`src/rtl/counter_updown_mod_if.sv`:
```
// Control and status bundle for counter_updown_mod.
// The master drives the controls and the slave (the counter) returns count and flags.
interface counter_updown_mod_if #(
  parameter int N = 8
) ();
  logic         en;
  logic         up_down;
  logic         clear;
  logic         load;
  logic [N-1:0] load_val;
  logic         ovf_clr;
  logic [N-1:0] count;
  logic         tc;
  logic         wrap;
  logic         ovf;

  modport master (
    output en, up_down, clear, load, load_val, ovf_clr,
    input  count, tc, wrap, ovf
  );

  modport slave (
    input  en, up_down, clear, load, load_val, ovf_clr,
    output count, tc, wrap, ovf
  );
endinterface

```
`src/rtl/counter_updown_mod.sv`:
```
// Modulo-MOD up/down counter with prescaler, clear, clamped load, wrap pulse and sticky ovf.
// Define COUNTER_SAT_EN to build a saturating counter that holds at the range limits instead of wrapping.
module counter_updown_mod #(
  parameter int N        = 8,
  parameter int MOD      = 2**N,
  parameter int PRESCALE = 1
) (
  input logic                 clk,
  input logic                 reset,
  counter_updown_mod_if.slave bus
);
  localparam int            PW         = (PRESCALE > 1) ? $clog2(PRESCALE) : 1;
  localparam logic [N-1:0]  max_c      = N'(MOD - 1);
  localparam logic [N:0]    mod_c      = (N+1)'(MOD);
  localparam logic [PW-1:0] pre_last_c = PW'(PRESCALE - 1);
`ifdef COUNTER_SAT_EN
  localparam logic          sat_c      = 1'b1;
`else
  localparam logic          sat_c      = 1'b0;
`endif

  logic [N-1:0]  count_r, count_nx_s;
  logic [PW-1:0] pre_r, pre_nx_s;
  logic          wrap_r, wrap_nx_s;
  logic          ovf_r, ovf_nx_s;
  logic          tick_s;
  logic          at_edge_s;
  logic          boundary_s;

  assign tick_s     = bus.en && (pre_r == pre_last_c);
  assign at_edge_s  = bus.up_down ? (count_r == max_c) : (count_r == {N{1'b0}});
  assign boundary_s = tick_s && at_edge_s;

  // Next-state selection: clear beats load, load beats a prescaled step.
  always_comb begin
    count_nx_s = count_r;
    pre_nx_s   = pre_r;
    wrap_nx_s  = 1'b0;
    ovf_nx_s   = ovf_r;
    if (bus.clear) begin
      count_nx_s = {N{1'b0}};
      pre_nx_s   = {PW{1'b0}};
      ovf_nx_s   = 1'b0;
    end else if (bus.load) begin
      if ({1'b0, bus.load_val} < mod_c) begin
        count_nx_s = bus.load_val;
      end else begin
        count_nx_s = max_c;
      end
      pre_nx_s = {PW{1'b0}};
      if (bus.ovf_clr) begin
        ovf_nx_s = 1'b0;
      end else begin
        ovf_nx_s = ovf_r;
      end
    end else begin
      if (tick_s) begin
        pre_nx_s = {PW{1'b0}};
      end else if (bus.en) begin
        pre_nx_s = pre_r + PW'(1);
      end else begin
        pre_nx_s = pre_r;
      end

      if (!tick_s) begin
        count_nx_s = count_r;
      end else if (bus.up_down) begin
        count_nx_s = at_edge_s ? (sat_c ? max_c : {N{1'b0}}) : (count_r + N'(1));
      end else begin
        count_nx_s = at_edge_s ? (sat_c ? {N{1'b0}} : max_c) : (count_r - N'(1));
      end

      // A boundary step sets ovf even if ovf_clr is asserted in the same cycle.
      if (boundary_s) begin
        wrap_nx_s = 1'b1;
        ovf_nx_s  = 1'b1;
      end else if (bus.ovf_clr) begin
        ovf_nx_s = 1'b0;
      end else begin
        ovf_nx_s = ovf_r;
      end
    end
  end

  // State registers; the asynchronous reset zeroes everything without waiting for clk.
  always_ff @(posedge clk or negedge reset) begin
    if (!reset) begin
      count_r <= {N{1'b0}};
      pre_r   <= {PW{1'b0}};
      wrap_r  <= 1'b0;
      ovf_r   <= 1'b0;
    end else begin
      count_r <= count_nx_s;
      pre_r   <= pre_nx_s;
      wrap_r  <= wrap_nx_s;
      ovf_r   <= ovf_nx_s;
    end
  end

  assign bus.count = count_r;
  assign bus.tc    = at_edge_s;
  assign bus.wrap  = wrap_r;
  assign bus.ovf   = ovf_r;
endmodule

```
`src/flat_wrapper.sv`:
```
// flat-port wrapper written by rule: the top's interface ports become plain ports
module counter_updown_mod_flat 
#(
  parameter int N        = 8,
  parameter int MOD      = 2**N,
  parameter int PRESCALE = 1
)
  (clk, reset, bus_en, bus_up_down, bus_clear, bus_load, bus_load_val, bus_ovf_clr, bus_count, bus_tc, bus_wrap, bus_ovf);
  counter_updown_mod_if #(.N(N)) bus_i ();
  input logic clk;
  input logic reset;
  input wire logic [$bits(bus_i.en)-1:0] bus_en;
  input wire logic [$bits(bus_i.up_down)-1:0] bus_up_down;
  input wire logic [$bits(bus_i.clear)-1:0] bus_clear;
  input wire logic [$bits(bus_i.load)-1:0] bus_load;
  input wire logic [$bits(bus_i.load_val)-1:0] bus_load_val;
  input wire logic [$bits(bus_i.ovf_clr)-1:0] bus_ovf_clr;
  output wire logic [$bits(bus_i.count)-1:0] bus_count;
  output wire logic [$bits(bus_i.tc)-1:0] bus_tc;
  output wire logic [$bits(bus_i.wrap)-1:0] bus_wrap;
  output wire logic [$bits(bus_i.ovf)-1:0] bus_ovf;
  assign bus_i.en = bus_en;
  assign bus_i.up_down = bus_up_down;
  assign bus_i.clear = bus_clear;
  assign bus_i.load = bus_load;
  assign bus_i.load_val = bus_load_val;
  assign bus_i.ovf_clr = bus_ovf_clr;
  assign bus_count = bus_i.count;
  assign bus_tc = bus_i.tc;
  assign bus_wrap = bus_i.wrap;
  assign bus_ovf = bus_i.ovf;
  counter_updown_mod #(.N(N), .MOD(MOD), .PRESCALE(PRESCALE)) u_core (.clk(clk), .reset(reset), .bus(bus_i));
endmodule
```
`config.mk`:
```
export PLATFORM = sky130hd
export DESIGN_NAME = counter_updown_mod_flat
export DESIGN_NICKNAME = d
export VERILOG_FILES = /design/src/rtl/counter_updown_mod_if.sv /design/src/rtl/counter_updown_mod.sv /design/src/flat_wrapper.sv
export SDC_FILE = /design/constraint.sdc
export NUM_CORES = 1
export LEC_CHECK = 0
export ABC_AREA = 1
export BUFFER_PORTS_ARGS = -buffer_cell sky130_fd_sc_hd__clkbuf_2
export CAP_MARGIN = 0
export CORE_MARGIN = 2
export CORE_UTILIZATION = 47
export DETAILED_ROUTE_END_ITERATION = 16
export PLACE_DENSITY_LB_ADDON = 0.25
export SETUP_SLACK_MARGIN = 0.02
export SLEW_MARGIN = 10
export SYNTH_ARGS = -nofsm -noshare
export SYNTH_HDL_FRONTEND = slang
export SYNTH_SLANG_ARGS = --single-unit
export TNS_END_PERCENT = 5
```
`constraint.sdc`:
```
create_clock -name clk -period 1.2 [get_ports clk]
set_input_delay 0.24 -clock clk [delete_from_list [all_inputs] [get_ports clk]]
set_output_delay 0.24 -clock clk [all_outputs]
set_load 0.02 [all_outputs]
```
==> PnR_summary.wiki, run 1 <==
{| class="wikitable"
! Metric !! Value
|-
| Number of cells produced by synthesis || 167
|-
| Filler instances || 163
|-
| Crit Reg-Reg Startpoint || u_core.bus.count[0]$_DFFE_PN0P_
|-
| Cell-internal power || 810 uW
|-
| Path length in cells of the critical path || 6
|-
| Worst Setup Start Kind || register
|-
| Design area || 0.00154 sq mm
|-
| Biggest area contributors in the synthesized netlist || sky130_fd_sc_hd__dfrtp_1 (27%), sky130_fd_sc_hd__nand2_1 (22%), sky130_fd_sc_hd__nand3_1 (11%)
|-
| Slowest-stage cell, CP || sky130_fd_sc_hd__dfrtp_2
|-
| Top-count cell post-synth || sky130_fd_sc_hd__nand2_1
|-
| Fin util || 0.770
|-
| Synth Cell Area || 0.00101 sq mm
|-
| PnR Total Power || 1350 uW
|-
| Highest achievable clock rate || 623 MHz
|-
| Class of the worst hold path || in -> reg
|-
| Cell family with the largest share of critical-path delay || flip-flops
|-
| Root buffer cell || sky130_fd_sc_hd__clkbuf_4
|-
| DRC violation count after routing || 0
|-
| Number of enable flip-flop cells after synthesis || 0
|-
| Floorplan Core Area || 0.00200 sq mm
|-
| # rows || 16
|-
| Start point of the worst min-delay path || bus_en
|-
| Area grow syn2layout || 52.9%
|-
| Overflow after GRT || 0
|-
| Aggregate global-route resource usage || 0.283
|-
| Least setup slack across all paths after layout || -404 ps
|-
| Switching power || 542 uW
|-
| First-pass GRT wire length || 5.48 mm
|-
| Vertical die dimension || 50.3 um
|-
| Synthesis Warnings || 0
|-
| Cell count of the worst reg-to-reg path || 11
|-
| Hold Violations, Final || 0
|-
| Synth Net Count || 185
|-
| Number of synthesized register bits || 11
|-
| Data arrival at the endpoint of the critical path || 1360 ps
|-
| Detail Placement HPWL || 2.44 mm
|-
| I/O pin total || 26
|-
| Run status || finished, violations left
|-
| DR iter-0 viols || 45
|-
| Die Wd || 50.3 um
|-
| CP peak stage delay || 440 ps
|-
| Worst Max-Slew Pin Slew || 320 ps
|-
| Headroom to the max-slew limit || 0.787
|-
| Share of final-layout standard cells stronger than drive strength 1 || 0.416
|-
| Worst setup path startpoint || u_core.bus.count[0]$_DFFE_PN0P_
|-
| Worst path buffer plus inverter count || 1
|-
| Flop2flop setup slack || -340 ps
|-
| Final nets || 245
|-
| Maximum fanout encountered on the critical timing path || 4
|-
| Number of optimization iterations in the first detailed-route pass || 4
|-
| Most instantiated flip-flop cell in the synthesis netlist || sky130_fd_sc_hd__dfrtp_1
|-
| Share of the synthesized area in the top cell type || 0.273
|-
| Detailed-route vias per instance || 5.09
|-
| Total cell area at the placement stage || 0.00136 sq mm
|-
| Starting density of the core || 0.504
|-
| Post-DRT Antenna Nets || 0
|-
| Routed length per placed instance || 13.0 um
|-
| TNS Setup || -3490 ps
|-
| Vias in the first global route || 1246
|-
| Total power divided by cell area || 877 mW/mm^2
|-
| Post-synthesis cell type count || 23
|-
| CP dominant cell by count || sky130_fd_sc_hd__nand2_4
|-
| Clock latency on the worst-skew pair || 280 ps
|-
| Detailed Route WL || 3.29 mm
|-
| Post-layout instance count excluding filler cells || 253
|-
| Maximum buffer depth of the clock tree || 2
|-
| Proportion of power drawn by combinational gates || 0.471
|-
| Clk pin slew, worst setup/hold paths || 90 ps
|-
| Net switching fraction of the power || 0.401
|-
| Share of the yosys chip area belonging to registers || 0.273
|-
| Max-capacitance violation count || 0
|-
| Endpoint kind of the worst setup timing path || output pin
|-
| Number of cells after detailed placement || 240
|-
| Class of the most critical setup path || reg -> out
|-
| Area enclosed by the die boundary || 0.00253 sq mm
|-
| Max H-tree Level || 1
|-
| Clk sinks || 11
|-
| Dominant cell type by area after synthesis || sky130_fd_sc_hd__dfrtp_1
|-
| Antenna violations before repair || 0
|-
| Worst clock skew || 11.8 ps
|-
| FF-to-FF End || u_core.bus.count[1]$_DFFE_PN0P_
|-
| Part of the power in the clock network || 0.199
|-
| CTS tree || done
|-
| Largest voltage drop on the vdd net || 0.558 mV
|-
| Syn Area/Cell || 6.04 sq um
|-
| Top cells by count, synth || sky130_fd_sc_hd__nand2_1 (60), sky130_fd_sc_hd__nand3_1 (23), sky130_fd_sc_hd__nor2_1 (21), sky130_fd_sc_hd__inv_1 (13), sky130_fd_sc_hd__dfrtp_1 (11)
|-
| Final period demand of the worst path || 1600 ps
|-
| Failing checks || negative setup slack
|-
| List of cells traversed by the critical path || ha_4, nand2_4, nor2_4, nand3_2, nand2_4, buf_8
|-
| Unrepaired setup endpoints after global routing || yes
|-
| # setup viols final || 17
|-
| Via count || 1289
|-
| Leakage power of the design || 0.000849 uW
|-
| Maximum number of pins on one net before global-route repair || 12
|-
| Weighted congestion reported at the end of routability-driven placement || 0.954
|-
| Data required time of the critical path || 960 ps
|-
| Number of pins with negative max-slew slack in the final report || 0
|-
| Critical path capture point || bus_tc
|-
| Part of the cycle the worst path needs || 1.34
|-
| Proportion of register bits with asynchronous set or reset after synthesis || 1.00
|-
| Register share of total power || 0.330
|-
| Antenna diodes || 0
|-
| Quantity of I/O buffers inserted on ports || 25
|-
| Inserted Clock Buffers || 3
|}
-- layout by cell type (no fill, tap or decap), types with 3 or more instances in the layout --
master,Yosys,final
sky130_fd_sc_hd__clkbuf_4,0,3
sky130_fd_sc_hd__nand3_1,23,23
sky130_fd_sc_hd__nor2_1,21,20
sky130_fd_sc_hd__nand2_4,2,3
sky130_fd_sc_hd__inv_1,13,11
sky130_fd_sc_hd__ha_4,0,3
sky130_fd_sc_hd__dfrtp_2,0,6
sky130_fd_sc_hd__o21ai_1,8,5
sky130_fd_sc_hd__buf_4,1,30
sky130_fd_sc_hd__nand2_1,60,59
sky130_fd_sc_hd__o21ai_2,0,4
sky130_fd_sc_hd__nand2_2,3,3
sky130_fd_sc_hd__clkbuf_2,0,22
sky130_fd_sc_hd__inv_2,5,5
sky130_fd_sc_hd__nor2_4,2,4
sky130_fd_sc_hd__dfrtp_1,11,5
-- through the flow --
step                hold slack [ps]  worst slack, ps
floorplan                     -55.6             -171
global placement                132             -230
detailed placement              141             -263
CTS                             143             -410
global route                    157             -469
finish                          140             -404
-- layer usage --
metal	vias up	wire length [um]	track usage
li1	645	-	-
met1	590	1460	0.360
met2	44	1570	0.476
met3	10	166	0.0506
met4	0	93	0.104
met5	-	0	0
-- power by group through the flow --
| stage | Sequential [uW] | Clock (uW) | Combinational, uW |
|---|---|---|---|
| floorplan | 476 | 0 | 305 |
| global placement | 446 | 0 | 549 |
| detailed placement | 447 | 0 | 557 |
| CTS | 445 | 270 | 612 |
| global route | 450 | 293 | 703 |
| finish | 446 | 269 | 637 |
-- cell type report --
type                    instances  area, sq um  share of cell area
clock buffers                   4         26.3              0.0170
well taps                      27         33.8              0.0219
repair buffers                 57          400               0.260
flip-flops and latches         11          283               0.183
multi-input cells             135          722               0.468
inverters                      19         76.3              0.0495
-- cells by family after synthesis --
logic type / Yosys count / synth area share
DFF: 11 / 0.273
AOI/OAI and AO/OA: 12 / 0.0633
buffers and inverters: 21 / 0.0831
xor gates and xnor gates: 2 / 0.0174
adders and majority gates: 3 / 0.0372
and+or+nand+nor: 118 / 0.526
-- worst min path at each step --
stage,depth (start not counted),slack (ps),endpoint
floorplan,0,-60,u_core.bus.count[0]$_DFFE_PN0P_
global placement,1,130,u_core.bus.count[7]$_DFFE_PN0P_
detailed placement,1,140,u_core.bus.count[7]$_DFFE_PN0P_
CTS,2,140,u_core.pre_r$_DFFE_PN0P_
global route,2,160,u_core.pre_r$_DFFE_PN0P_
finish,2,140,u_core.pre_r$_DFFE_PN0P_
-- sequential cells by signal, summed over array words and instances (netlist names) --
name	count
u_core.bus.count	8
u_core.bus.ovf	1
u_core.bus.wrap	1
u_core.pre_r	1
-- worst register-to-register path, cell delays in order (launching register included) --
cell	delay, ps
sky130_fd_sc_hd__dfrtp_2	460
sky130_fd_sc_hd__ha_4	190
sky130_fd_sc_hd__nand2_4	80
sky130_fd_sc_hd__nor2_4	40
sky130_fd_sc_hd__buf_4	130
sky130_fd_sc_hd__a21oi_2	220
sky130_fd_sc_hd__nand2_1	80
sky130_fd_sc_hd__nand2_1	90
sky130_fd_sc_hd__inv_2	40
sky130_fd_sc_hd__nand2_1	60
sky130_fd_sc_hd__nand2_1	50
sky130_fd_sc_hd__nand2_1	50
-- timing repair --
action / in CTS / in global routing
gates resized for setup: 15 / 8
gates cloned: 0 / 0
hold buffers: 1 / 0
hold endpoints to repair: 11 / 0
pin swaps: 7 / 5
buffers inserted: 6 / 2
setup endpoints to repair: 19 / 18
(Power assumes the default switching activity.)
==> inputs of run 2 (changes only) <==
--- a/config.mk
+++ b/config.mk
@@ -12,7 +12,7 @@
 export CORE_UTILIZATION = 47
 export DETAILED_ROUTE_END_ITERATION = 16
 export PLACE_DENSITY_LB_ADDON = 0.25
-export SETUP_SLACK_MARGIN = 0.02
+export SETUP_SLACK_MARGIN = 0.2
 export SLEW_MARGIN = 10
 export SYNTH_ARGS = -nofsm -noshare
 export SYNTH_HDL_FRONTEND = slang
==> PnR_summary.wiki, run 2 (synthesized netlist as in run 1, its figures left out) <==
{| class="wikitable"
! Metric !! Value
|-
| Run status || finished, violations left
|-
| Failing checks || negative setup slack
|-
| Worst clock skew || 20.9 ps (+9.15 ps)
|-
| Share of final-layout standard cells stronger than drive strength 1 || 0.407 (-0.00885)
|-
| Aggregate global-route resource usage || 0.283 (unchanged)
|-
| Vias in the first global route || 1244 (-0.16%)
|-
| Area grow syn2layout || 54.7%
|-
| Commonest cells after routing, fill and taps aside || sky130_fd_sc_hd__nand2_1 (59), sky130_fd_sc_hd__buf_4 (30), sky130_fd_sc_hd__nand3_1 (23)
|-
| Vertical die dimension || 50.3 um (unchanged)
|-
| CTS tree || done
|-
| Inserted Clock Buffers || 3 (unchanged)
|-
| Detailed-route vias per instance || 5.32 (+4.3%)
|-
| Maximum buffer depth of the clock tree || 2 (unchanged)
|-
| Maximum number of pins on one net before global-route repair || 12 (unchanged)
|-
| Endpoint kind of the worst setup timing path || output pin
|-
| Worst Setup Start Kind || register
|-
| Clk sinks || 11 (unchanged)
|-
| Data arrival at the endpoint of the critical path || 1390 ps (+30 ps)
|-
| WHS || 122 ps (-17.5 ps)
|-
| Antenna diodes || 0 (unchanged)
|-
| Number of cells after detailed placement || 240 (unchanged)
|-
| Leakage power of the design || 0.000853 uW (+0.49%)
|-
| I/O pin total || 26 (unchanged)
|-
| # setup viols final || 17 (unchanged)
|-
| Max reg flops || 8 (unchanged)
|-
| First-pass GRT wire length || 5.44 mm (-0.75%)
|-
| Total power divided by cell area || 886 mW/mm^2 (+0.96%)
|-
| Floorplan Core Area || 0.00200 sq mm (unchanged)
|-
| Unrepaired setup endpoints after global routing || yes
|-
| Least setup slack across all paths after layout || -430 ps (-26.1 ps)
|-
| Fin util || 0.779 (+0.00938)
|-
| Class of the most critical setup path || reg -> out
|-
| Post-layout instance count excluding filler cells || 253 (unchanged)
|-
| Most congested layer reported by global routing || met2
|-
| Quantity of I/O buffers inserted on ports || 25 (unchanged)
|-
| Die Wd || 50.3 um (unchanged)
|-
| Final period demand of the worst path || 1630 ps (+26.1 ps)
|-
| Met3 routing resource usage after global routing || 0.0506 (unchanged)
|-
| Number of optimization iterations in the first detailed-route pass || 4 (unchanged)
|-
| Filler instances || 156 (-4.3%)
|-
| Via count || 1345 (+4.3%)
|-
| Clk pin slew, worst setup/hold paths || 100 ps (about the same)
|-
| Class of the worst hold path || in -> reg
|-
| Overflow after GRT || 0 (unchanged)
|-
| Largest voltage drop on the vdd net || 0.588 mV (+5.5%)
|-
| Number of pins with negative max-slew slack in the final report || 0 (unchanged)
|-
| DR iter-0 viols || 71 (+58%)
|-
| Data required time of the critical path || 960 ps (about the same)
|-
| Post-DRT Antenna Nets || 0 (unchanged)
|-
| Worst Max-Slew Pin Slew || 301 ps (-18.8 ps)
|-
| # rows || 16 (unchanged)
|-
| Detailed Route WL || 3.56 mm (+8.3%)
|-
| Weighted congestion reported at the end of routability-driven placement || 0.954 (unchanged)
|-
| Root buffer cell || sky130_fd_sc_hd__clkbuf_4
|-
| Hold Violations, Final || 0 (unchanged)
|-
| Starting density of the core || 0.504 (unchanged)
|-
| Area enclosed by the die boundary || 0.00253 sq mm (unchanged)
|-
| Detail Placement HPWL || 2.44 mm (unchanged)
|-
| Routed length per placed instance || 14.1 um (+8.3%)
|-
| Most common cell after layout, fill and taps aside || sky130_fd_sc_hd__nand2_1
|-
| DRC violation count after routing || 0 (unchanged)
|-
| Routing usage on met1 || 0.358 (-0.00188)
|-
| Clock latency on the worst-skew pair || 290 ps (about the same)
|-
| Maximum fanout encountered on the critical timing path || 4 (unchanged)
|-
| Met2 capacity usage during global routing || 0.487 (+0.0110)
|-
| Highest achievable clock rate || 613 MHz (-1.6%)
|-
| Max-capacitance violation count || 0 (unchanged)
|-
| Headroom to the max-slew limit || 0.799 (+0.0125)
|-
| Antenna violations before repair || 0 (unchanged)
|-
| Final nets || 245 (unchanged)
|-
| Part of the cycle the worst path needs || 1.36 (+0.0218)
|-
| Max H-tree Level || 1 (unchanged)
|}
-- run 2: timing repair --
| action | in CTS | in global routing |
|---|---|---|
| hold buffers | 1 | 0 |
| endpoints found under the setup margin | 21 | 21 |
| hold endpoints to repair | 11 | 0 |
| gates cloned | 0 | 0 |
| buffers inserted | 6 | 2 |
| pin swaps | 7 | 4 |
| resized for setup | 20 | 9 |
-- run 2: worst paths after layout --
path	start	to	slack (ps)	cells after the start
max	u_core.bus.count[0]$_DFFE_PN0P_	bus_tc	-430	6
min	bus_en	u_core.pre_r$_DFFE_PN0P_	120	2
max reg2reg	u_core.bus.count[0]$_DFFE_PN0P_	u_core.bus.count[1]$_DFFE_PN0P_	-390	10
min reg2reg	u_core.pre_r$_DFFE_PN0P_	u_core.pre_r$_DFFE_PN0P_	530	2
max in group asynchronous	reset	u_core.bus.count[1]$_DFFE_PN0P_	570	2
min in group asynchronous	reset	u_core.bus.count[7]$_DFFE_PN0P_	350	2
-- run 2: cell type report --
class / count / area, sq um / share of cell area
multi-input combinational: 135 / 714 / 0.458
timing repair buffer: 57 / 427 / 0.273
sequential: 11 / 283 / 0.181
inverter: 19 / 76.3 / 0.0489
tap: 27 / 33.8 / 0.0217
clock buffer: 4 / 26.3 / 0.0168
-- run 2: through the flow --
step	total power (uW)	setup TNS, ps	worst slack (ps)	cell area (sq um)
after detailed placement	1000	-2080	-263	1360
after CTS	1330	-3180	-410	1530
after global routing	1460	-4880	-490	1560
after floorplan	781	-1390	-171	1040
final	1380	-3710	-430	1560
after global placement	995	-1730	-230	1360
-- run 2: per-layer routing --
metal	share of wire	up-vias
li1	-	642
met1	0.38	604
met2	0.50	82
met3	0.081	17
met4	0.043	0
met5	0	-
-- run 2: report_power, final --
part	switching (uW)	internal (uW)
combinational	359	286
clock	160	129
sequential	47.5	400
total	566	816
-- run 2: worst max-delay path, cell delays in order, from the launching register on --
cell	delay, ps
sky130_fd_sc_hd__dfrtp_2	440
sky130_fd_sc_hd__ha_4	170
sky130_fd_sc_hd__nand2_4	60
sky130_fd_sc_hd__nor2_4	100
sky130_fd_sc_hd__nand3_2	120
sky130_fd_sc_hd__nand2_4	110
sky130_fd_sc_hd__buf_8	110
